File: src/rtl/stft_frame_reader.sv
// Read side of the STFT sample buffer: counts committed samples, then streams one
// overlapping FRAME_LEN-sample frame from the circular RAM and advances by HOP.
module stft_frame_reader #(
  parameter int WORD_WIDTH    = 16,
  parameter int ADDRESS_WIDTH = 5,
  parameter int FRAME_LEN     = 16,
  parameter int HOP           = 8
) (
  input  logic                     clk,
  input  logic                     reset,
  input  logic                     wr_strobe,
  output logic [ADDRESS_WIDTH-1:0] rd_addr,
  input  logic [WORD_WIDTH-1:0]    rd_data,
  output logic [WORD_WIDTH-1:0]    m_data,
  output logic                     m_valid,
  input  logic                     m_ready,
  output logic                     m_last,
  output logic                     overrun
);

  localparam int DEPTH = 2 ** ADDRESS_WIDTH;
  localparam int CW    = ADDRESS_WIDTH + 1;

  localparam logic [CW-1:0]            FRAME_LEN_C = CW'(FRAME_LEN);
  localparam logic [CW-1:0]            DEPTH_C     = CW'(DEPTH);
  localparam logic [CW:0]              DEPTH_X     = (CW + 1)'(DEPTH);
  localparam logic [CW:0]              HOP_X       = (CW + 1)'(HOP);
  localparam logic [ADDRESS_WIDTH-1:0] HOP_A       = ADDRESS_WIDTH'(HOP);
  localparam logic [CW-1:0]            ONE_C       = CW'(1);

  typedef enum logic [0:0] {
    IDLE   = 1'b0,
    STREAM = 1'b1
  } state_t;

  state_t                   state_q, state_d;
  logic [ADDRESS_WIDTH-1:0] base_q, base_d;
  logic [CW-1:0]            idx_q, idx_d;
  logic [CW-1:0]            avail_q, avail_d;
  logic [WORD_WIDTH-1:0]    m_data_q, m_data_d;
  logic                     m_valid_q, m_valid_d;
  logic                     overrun_q, overrun_d;
  logic                     retire_s;
  logic [CW:0]              avail_sum_s;

  always_comb begin
    if (state_q == STREAM) begin
      rd_addr = base_q + idx_q[ADDRESS_WIDTH-1:0];
    end else begin
      rd_addr = base_q;
    end
  end

  always_comb begin
    state_d   = state_q;
    base_d    = base_q;
    idx_d     = idx_q;
    m_data_d  = m_data_q;
    m_valid_d = m_valid_q;
    retire_s  = 1'b0;

    case (state_q)
      IDLE: begin
        if (avail_q >= FRAME_LEN_C) begin
          m_data_d  = rd_data;
          m_valid_d = 1'b1;
          idx_d     = ONE_C;
          state_d   = STREAM;
        end else begin
          state_d = IDLE;
        end
      end
      STREAM: begin
        if (m_valid_q && m_ready) begin
          if (idx_q == FRAME_LEN_C) begin
            m_valid_d = 1'b0;
            base_d    = base_q + HOP_A;
            idx_d     = '0;
            retire_s  = 1'b1;
            state_d   = IDLE;
          end else begin
            m_data_d = rd_data;
            idx_d    = idx_q + ONE_C;
          end
        end else begin
          state_d = STREAM;
        end
      end
      default: begin
        state_d   = IDLE;
        m_valid_d = 1'b0;
        idx_d     = '0;
      end
    endcase

    // Retire never underflows: a frame only starts once avail >= FRAME_LEN >= HOP.
    avail_sum_s = {1'b0, avail_q} + {{CW{1'b0}}, wr_strobe};
    if (retire_s) begin
      avail_sum_s = avail_sum_s - HOP_X;
    end else begin
      avail_sum_s = avail_sum_s;
    end

    if (avail_sum_s > DEPTH_X) begin
      avail_d   = DEPTH_C;
      overrun_d = 1'b1;
    end else begin
      avail_d   = avail_sum_s[CW-1:0];
      overrun_d = overrun_q;
    end
  end

  always_ff @(posedge clk or posedge reset) begin
    if (reset) begin
      state_q   <= IDLE;
      base_q    <= '0;
      idx_q     <= '0;
      avail_q   <= '0;
      m_data_q  <= '0;
      m_valid_q <= 1'b0;
      overrun_q <= 1'b0;
    end else begin
      state_q   <= state_d;
      base_q    <= base_d;
      idx_q     <= idx_d;
      avail_q   <= avail_d;
      m_data_q  <= m_data_d;
      m_valid_q <= m_valid_d;
      overrun_q <= overrun_d;
    end
  end

  assign m_data  = m_data_q;
  assign m_valid = m_valid_q;
  assign overrun = overrun_q;
  assign m_last  = m_valid_q & (state_q == STREAM) & (idx_q == FRAME_LEN_C);

endmodule

File: config.mk
export PLATFORM = sky130hd
export DESIGN_NAME = stft_frame_reader
export DESIGN_NICKNAME = d
export VERILOG_FILES = /design/src/rtl/stft_frame_reader.sv
export SDC_FILE = /design/constraint.sdc
export NUM_CORES = 1
export LEC_CHECK = 0
export BUFFER_PORTS_ARGS = -buffer_cell sky130_fd_sc_hd__buf_2
export CAP_MARGIN = 10
export CORE_ASPECT_RATIO = 1.5
export CORE_MARGIN = 4
export CORE_UTILIZATION = 51
export DETAILED_ROUTE_END_ITERATION = 7
export HOLD_SLACK_MARGIN = 0.1
export PLACE_DENSITY = 0.83
export RECOVER_POWER = 100
export SLEW_MARGIN = 20
export SYNTH_ARGS = -nofsm -noshare
export SYNTH_HDL_FRONTEND = slang
export SYNTH_SLANG_ARGS = --single-unit
File: constraint.sdc
create_clock -name clk -period 2.8 [get_ports clk]
set_input_delay 0.14 -clock clk [delete_from_list [all_inputs] [get_ports clk]]
set_output_delay 0.14 -clock clk [all_outputs]
set_load 0.005 [all_outputs]
## Yosys cells after proc, flatten, opt, wreduce, memory -nomap -nowiden

Cells that the tools add are included.

- Add/sub/neg operators: 5
- Order comparisons: 2
- Eq/ne operators: 5
- Muxes and demuxes: 22
- Bitwise logic cells: 3
- Reductions and logical operators: 5

Operators with widths:

| operator | number |
|---|---|
| 2-to-1 mux 16 bit | 3 |
| case mux 16 bit (2 select lines) | 1 |
| 2-to-1 mux 6 bit | 4 |
| case mux 6 bit (2 select lines) | 1 |
| 2-to-1 mux 1 bit | 9 |
| AND reduction 3 bit | 3 |
| adder 6 x 1 -> 7 bit | 1 |
| > comparator 7 x 6 -> 1 bit, second input constant | 1 |
| 2-to-1 mux 7 bit | 1 |
| subtractor 7 x 4 -> 7 bit, second input constant | 1 |
| adder 6 x 1 -> 6 bit, second input constant | 1 |
| == test 6 x 5 -> 1 bit, second input constant | 1 |
| greater-or-equal comparator 6 x 5 -> 1 bit, second input constant | 1 |
| adder 5 x 4 -> 5 bit, second input constant | 1 |
| adder 5 bit | 1 |
| 2-to-1 mux 5 bit | 1 |
| != test 2 x 1 -> 1 bit, second input constant | 2 |
| != test 2 bit, second input constant | 2 |
| case mux 1 bit (2 select lines) | 2 |
| AND 1 bit | 2 |
| AND reduction 2 bit | 1 |
| logical AND 1 bit | 1 |
| NOT 1 bit | 1 |

- Bits in registers: 36
- Bits of input ports: 20
- Output and inout bits: 24
- Logic and storage cells: 49

## Depth between registers and ports, before layout

- Word-level depth: 7
- Gate-level depth with buffers: 8
- Gate-level depth less buffers: 8

## Worst setup path after synthesis

No wires, ideal clock.

- Kind: reg2reg
- Start point: register idx_q[0]
- End point: register avail_q[3]
- Setup time: 141 ps
- Arrival: 1959 ps
- Required time: 2659 ps
- Setup slack: 700 ps
- Stages on the path, launching flop included: 9
- Buffers on the path: 1
- Clock period less this slack: 2100 ps
- Cells stage by stage: dfrtp_1 > inv_1 > ha_1 > nand2b_1 > or4_1 > buf_6 > or4_4 > nand2_4 > nor3_1

- Cells in the longest elaborated chain, start to end: 7

RTL lines:

| item | RTL line | RTL |
|---|---|---|
| start, declared | 38 | `logic [CW-1:0] idx_q, idx_d;` |
| start signal, assigned | 125 | `idx_q <= idx_d;` |
| == test 6 x 5 -> 1 bit (*) | 75 | `if (idx_q == FRAME_LEN_C) begin` |
| 2-to-1 mux 1 bit (*) | 75 |  |
| 2-to-1 mux 1 bit (*) | 74 | `if (m_valid_q && m_ready) begin` |
| 2-to-1 mux 1 bit (*) | 62 | `case (state_q)` |
| 2-to-1 mux 7 bit (*) | 98 | `if (retire_s) begin` |
| > comparator 7 x 6 -> 1 bit | 104 | `if (avail_sum_s > DEPTH_X) begin` |
| 2-to-1 mux 6 bit (*) | 104 |  |
| named net avail_d[3] | 39 | `logic [CW-1:0] avail_q, avail_d;` |
| end signal, assigned | 126 | `avail_q <= avail_d;` |
| end, declared | 39 |  |

Mark *: on every way through the listed nets, which the timed path passes. The rest lies on a longest branch.
A chain may end at the register's enable or synchronous reset.

## Final worst setup path

- Start point: register state_q
- End point: register m_data_q[5] (netlist: m_data[5])

- Cells in the longest elaborated chain, start to end: 3
- Elaborated cells on any way between the ends: 6
- Classes of those cells: 3 x eq/ne; 1 x mux; 1 x bitwise; 1 x reduce/logical

RTL lines:

| item | RTL line | RTL |
|---|---|---|
| start, declared | 36 | `state_t state_q, state_d;` |
| start signal, assigned | 123 | `state_q <= state_d;` |
| NOT 1 bit | n/a |  |
| != test 2 bit (no line) | n/a |  |
| AND reduction 3 bit (no line) | n/a |  |
| end signal, assigned | 127 | `m_data_q <= m_data_d;` |
| end, declared | 40 | `logic [WORD_WIDTH-1:0] m_data_q, m_data_d;` |

Parallel ways exist; a longest one is shown, timed or not.

==> metrics.md <==
| Metric | Value |
|---|---|
| Run status | finished, violations left |
| Failing checks | max-capacitance violations, max-slew violations |
| # diodes | 0 |
| Crit-path cells | clkbuf_1 > nor3_1 > a21oi_1 > a21boi_2 > clkbuf_2 > mux2_2 |
| Adder-cell share of the synthesized area | under 10% |
| Compound-Gate Fraction of Synth Area | between 5 and 6% |
| Die Y | between 70 and 80 µm |
| Via density | ~5.4 |
| Antenna-violating nets left | 0 |
| Synth top area cells | dfrtp_1, mux2_2, xnor2_1 |
| Mux share of post-synthesis cell area | between 10% and 20% |
| Grt ovf | 0 |
| Synth Register Bits | 33 |
| Top FF cell, synth | dfrtp_1 |
| Setup_tns | 0 ns |
| Clock buffer count from CTS | 5 |
| Clock sinks | 33 |
| Max incr delay on CP | roughly 0.42 ns |
| Final worst path period share | slightly below 90% |
| Final hold vios | 0 |
| Worst VDD drop | ~700 µV |
| Area growth, synth to finish | 31.0% |
| Largest family of logic cells by synthesized area | simple AND/OR/NAND/NOR gates |
| H-tree lvl count | 2 |
| Mapped Area | 1630 µm² |
| First-pass DRT Iterations | 4 |
| Post-Synth Simple-Gate Area | between 10% and 20% |
| # Post-CTS Setup Buffers | 0 |
| CP arrival | between 2 and 3 ns |
| CTS tree | built |
| Slew Limit Fails | 34 |
| Final core utilization | 71.7% |
| # IOs | between 40 and 50 |
| Routed Wire Length | between 3000 and 4000 µm |
| Overall Global Routing Usage | 21.6% |
| Switch share | approximately 33% |
| Share of layout cells above drive strength 1 | 27.2% |
| Worst-margin pin slew | 1.70 ns |
| Starting DRT DRC Count | 39 |
| Switch Pwr | 0.671 mW |
| Row Count | 24 |
| DRC | 0 |
| Fin Clk Skew | 0.00854 ns |
| Clock power share | 23.0% |
| Crit. End Element | register |
| # Max-Cap Violations | 1 |
| RSZ-0062 raised after global routing | false |
| Die Wd | about 54 µm |
| Initial antenna violation count | 0 |
| Critical-path top delay cell | a21oi_1 |
| Clk root buf | clkbuf_8 |
| Critical Path Start Type | register |
| CP max FO | 16 |
| Worst-path clk slew | about 0.070 ns |
| Starting density of the core | between 50% and 60% |
| Die Area | 4180 µm² |
| Kind of critical path | register to register |
| Fmax | between 400 and 500 MHz |
| Endpoints failing setup | 0 |
| Seq/Total Area, Yosys | around half |
| Vias in the first global route | 1472 |
| Final net count | around 230 |
| Post-synth cell types | 36 |
| Sequential share of power | a little over two fifths |
| Synth top area share | between 50 and 60% |
| Yosys warns | 0 |
| Cell internal pwr | 1.34 mW |
| Cells after Synth | 140 |
| # port buffers | 43 |
| Syn_nets | around 170 |
| Avg Inst Size Synth | roughly 12 µm² |
| Fill cells | approximately 200 |
| Family with the most delay on the worst path | buffers and inverters |
| EDFF count, synth | 0 |
| Global-route wire length before repair | 6690 µm |
| Min Tclk post-route | approximately 2.4 ns |
| DP Wirelength | around 2500 µm |
| Comb power frac | about a third |
| Max-slew headroom | -13.3% |
| Leakage Power | ~0.95 nW |
| Routed wire per std cell | ~15 µm |
| Hold Crit Class | primary input to register |
| Post-Synth XOR/XNOR Area | about 8% |
| CP Buf/Inv Count | 2 |
| Clk_lat worst skew | 0.28 ns |
| GPL Wtd Cong | around 0.83 |
| Total core area | slightly below 3000 µm² |
| Asr flop ratio synth | between 90% and 100% |
| Clock Path Buffers | 2 |
| Worst Path Required | approximately 3 ns |
| Pwr/cell area | between 900 and 1000 nW/µm² |
| Largest net degree at the start of global routing | 34 |
| Vias | roughly 1300 |
| Biggest area consumer among synthesized cells | dfrtp_1 |
==> area by class of cell <==
cell class / instances / area [µm²] / share of cell area (%)
sequential: 33 / 826 / 38.7
multi-input combinational: 97 / 752 / 35.3
timing repair buffer: 63 / 370 / 17.4
clock buffer: 7 / 86.3 / 4.05
tap: 39 / 48.8 / 2.29
clock inverter: 1 / 30.0 / 1.41
inverter: 5 / 18.8 / 0.880
==> state kept, by name, summed over array words and instances (netlist names) <==
register,cells
avail_q,6
m_data,16
state_q,1
idx_q,6
base_q,2
overrun,1
m_valid,1
==> cell usage in the layout (no fill, tap or decap), types with 2 or more instances in the layout <==
cell type      count
dfrtp_1           33
buf_2             26
clkbuf_1          20
mux2_2            17
dlygate4sd3_1     16
xnor2_1           11
nand2_1            8
nor2_1             7
nor3_1             6
ha_1               6
clkbuf_8           6
nand3_1            5
inv_1              5
xor2_1             4
a21oi_1            3
o21ai_0            3
and3_1             3
nand2b_1           2
mux2i_1            2
and2_0             2
==> timing repair <==
item,CTS,global route
endpoints found under the setup margin,0,0
gates resized for setup,0,0
endpoints found under the hold margin,48,0
hold buffers,16,0
==> final timing paths <==
check / start / slack, ns / cells after the start / endpoint
max: state_q / 0.35 / 6 / m_data[5]
min: rd_data[15] / 0.11 / 2 / m_data[15]
max reg2reg: state_q / 0.35 / 6 / m_data[5]
min reg2reg: overrun / 0.50 / 1 / overrun
max in group asynchronous: reset / 0.78 / 4 / m_data[10]
min in group asynchronous: reset / 1.03 / 4 / m_data[5]
==> synthesized netlist by cell type, types with 2 or more instances <==
| library cell | n |
|---|---|
| dfrtp_1 | 33 |
| mux2_2 | 17 |
| xnor2_1 | 11 |
| nand2_1 | 8 |
| nor2_1 | 7 |
| ha_1 | 6 |
| nor3_1 | 6 |
| inv_1 | 5 |
| nand3_1 | 5 |
| xor2_1 | 4 |
| a21oi_1 | 3 |
| and2_1 | 3 |
| buf_2 | 3 |
| o21ai_0 | 3 |
| and3_1 | 2 |
| and3_2 | 2 |
| mux2i_1 | 2 |
| nand2b_1 | 2 |
==> power by group through the flow <==
| stage | Combinational (mW) | Sequential [mW] | Clock, mW |
|---|---|---|---|
| 3_3_place_gp | 0.664 | 0.840 | 0 |
| 4_1_cts | 0.726 | 0.852 | 0.468 |
| 2_1_floorplan | 0.451 | 0.815 | 0 |
| 6_report | 0.692 | 0.856 | 0.461 |
| 3_5_place_dp | 0.700 | 0.855 | 0 |
| 5_1_grt | 0.792 | 0.880 | 0.493 |
==> routing by layer <==
| metal | track usage, % | wire (µm) |
|---|---|---|
| met1 | 24.2 | 1400 |
| met2 | 36.1 | 2010 |
| met3 | 6.78 | 284 |
| met4 | 9.23 | 82 |
| met5 | 0 | 0 |
==> per-stage QoR <==
step | cells | setup slack (ns) | total power [mW] | hold WS (ns) | area (µm²)
floorplan | 140 | 0.700 | 1.27 | 0.269 | 1630
global placement | 221 | 0.593 | 1.50 | 0.234 | 1890
detailed placement | 221 | 0.482 | 1.56 | 0.244 | 1890
CTS | 245 | 0.456 | 2.04 | 0.102 | 2170
global route | 245 | 0.125 | 2.16 | 0.109 | 2130
finish | 245 | 0.350 | 2.01 | 0.109 | 2130
==> kinds of logic after synthesis <==
group | after synthesis
simple gates | 44
flops | 33
compound gates | 13
buf+inv | 10
fa+ha+maj | 6
mux | 19
xor+xnor | 15
Power figures use the tool's default switching activity.
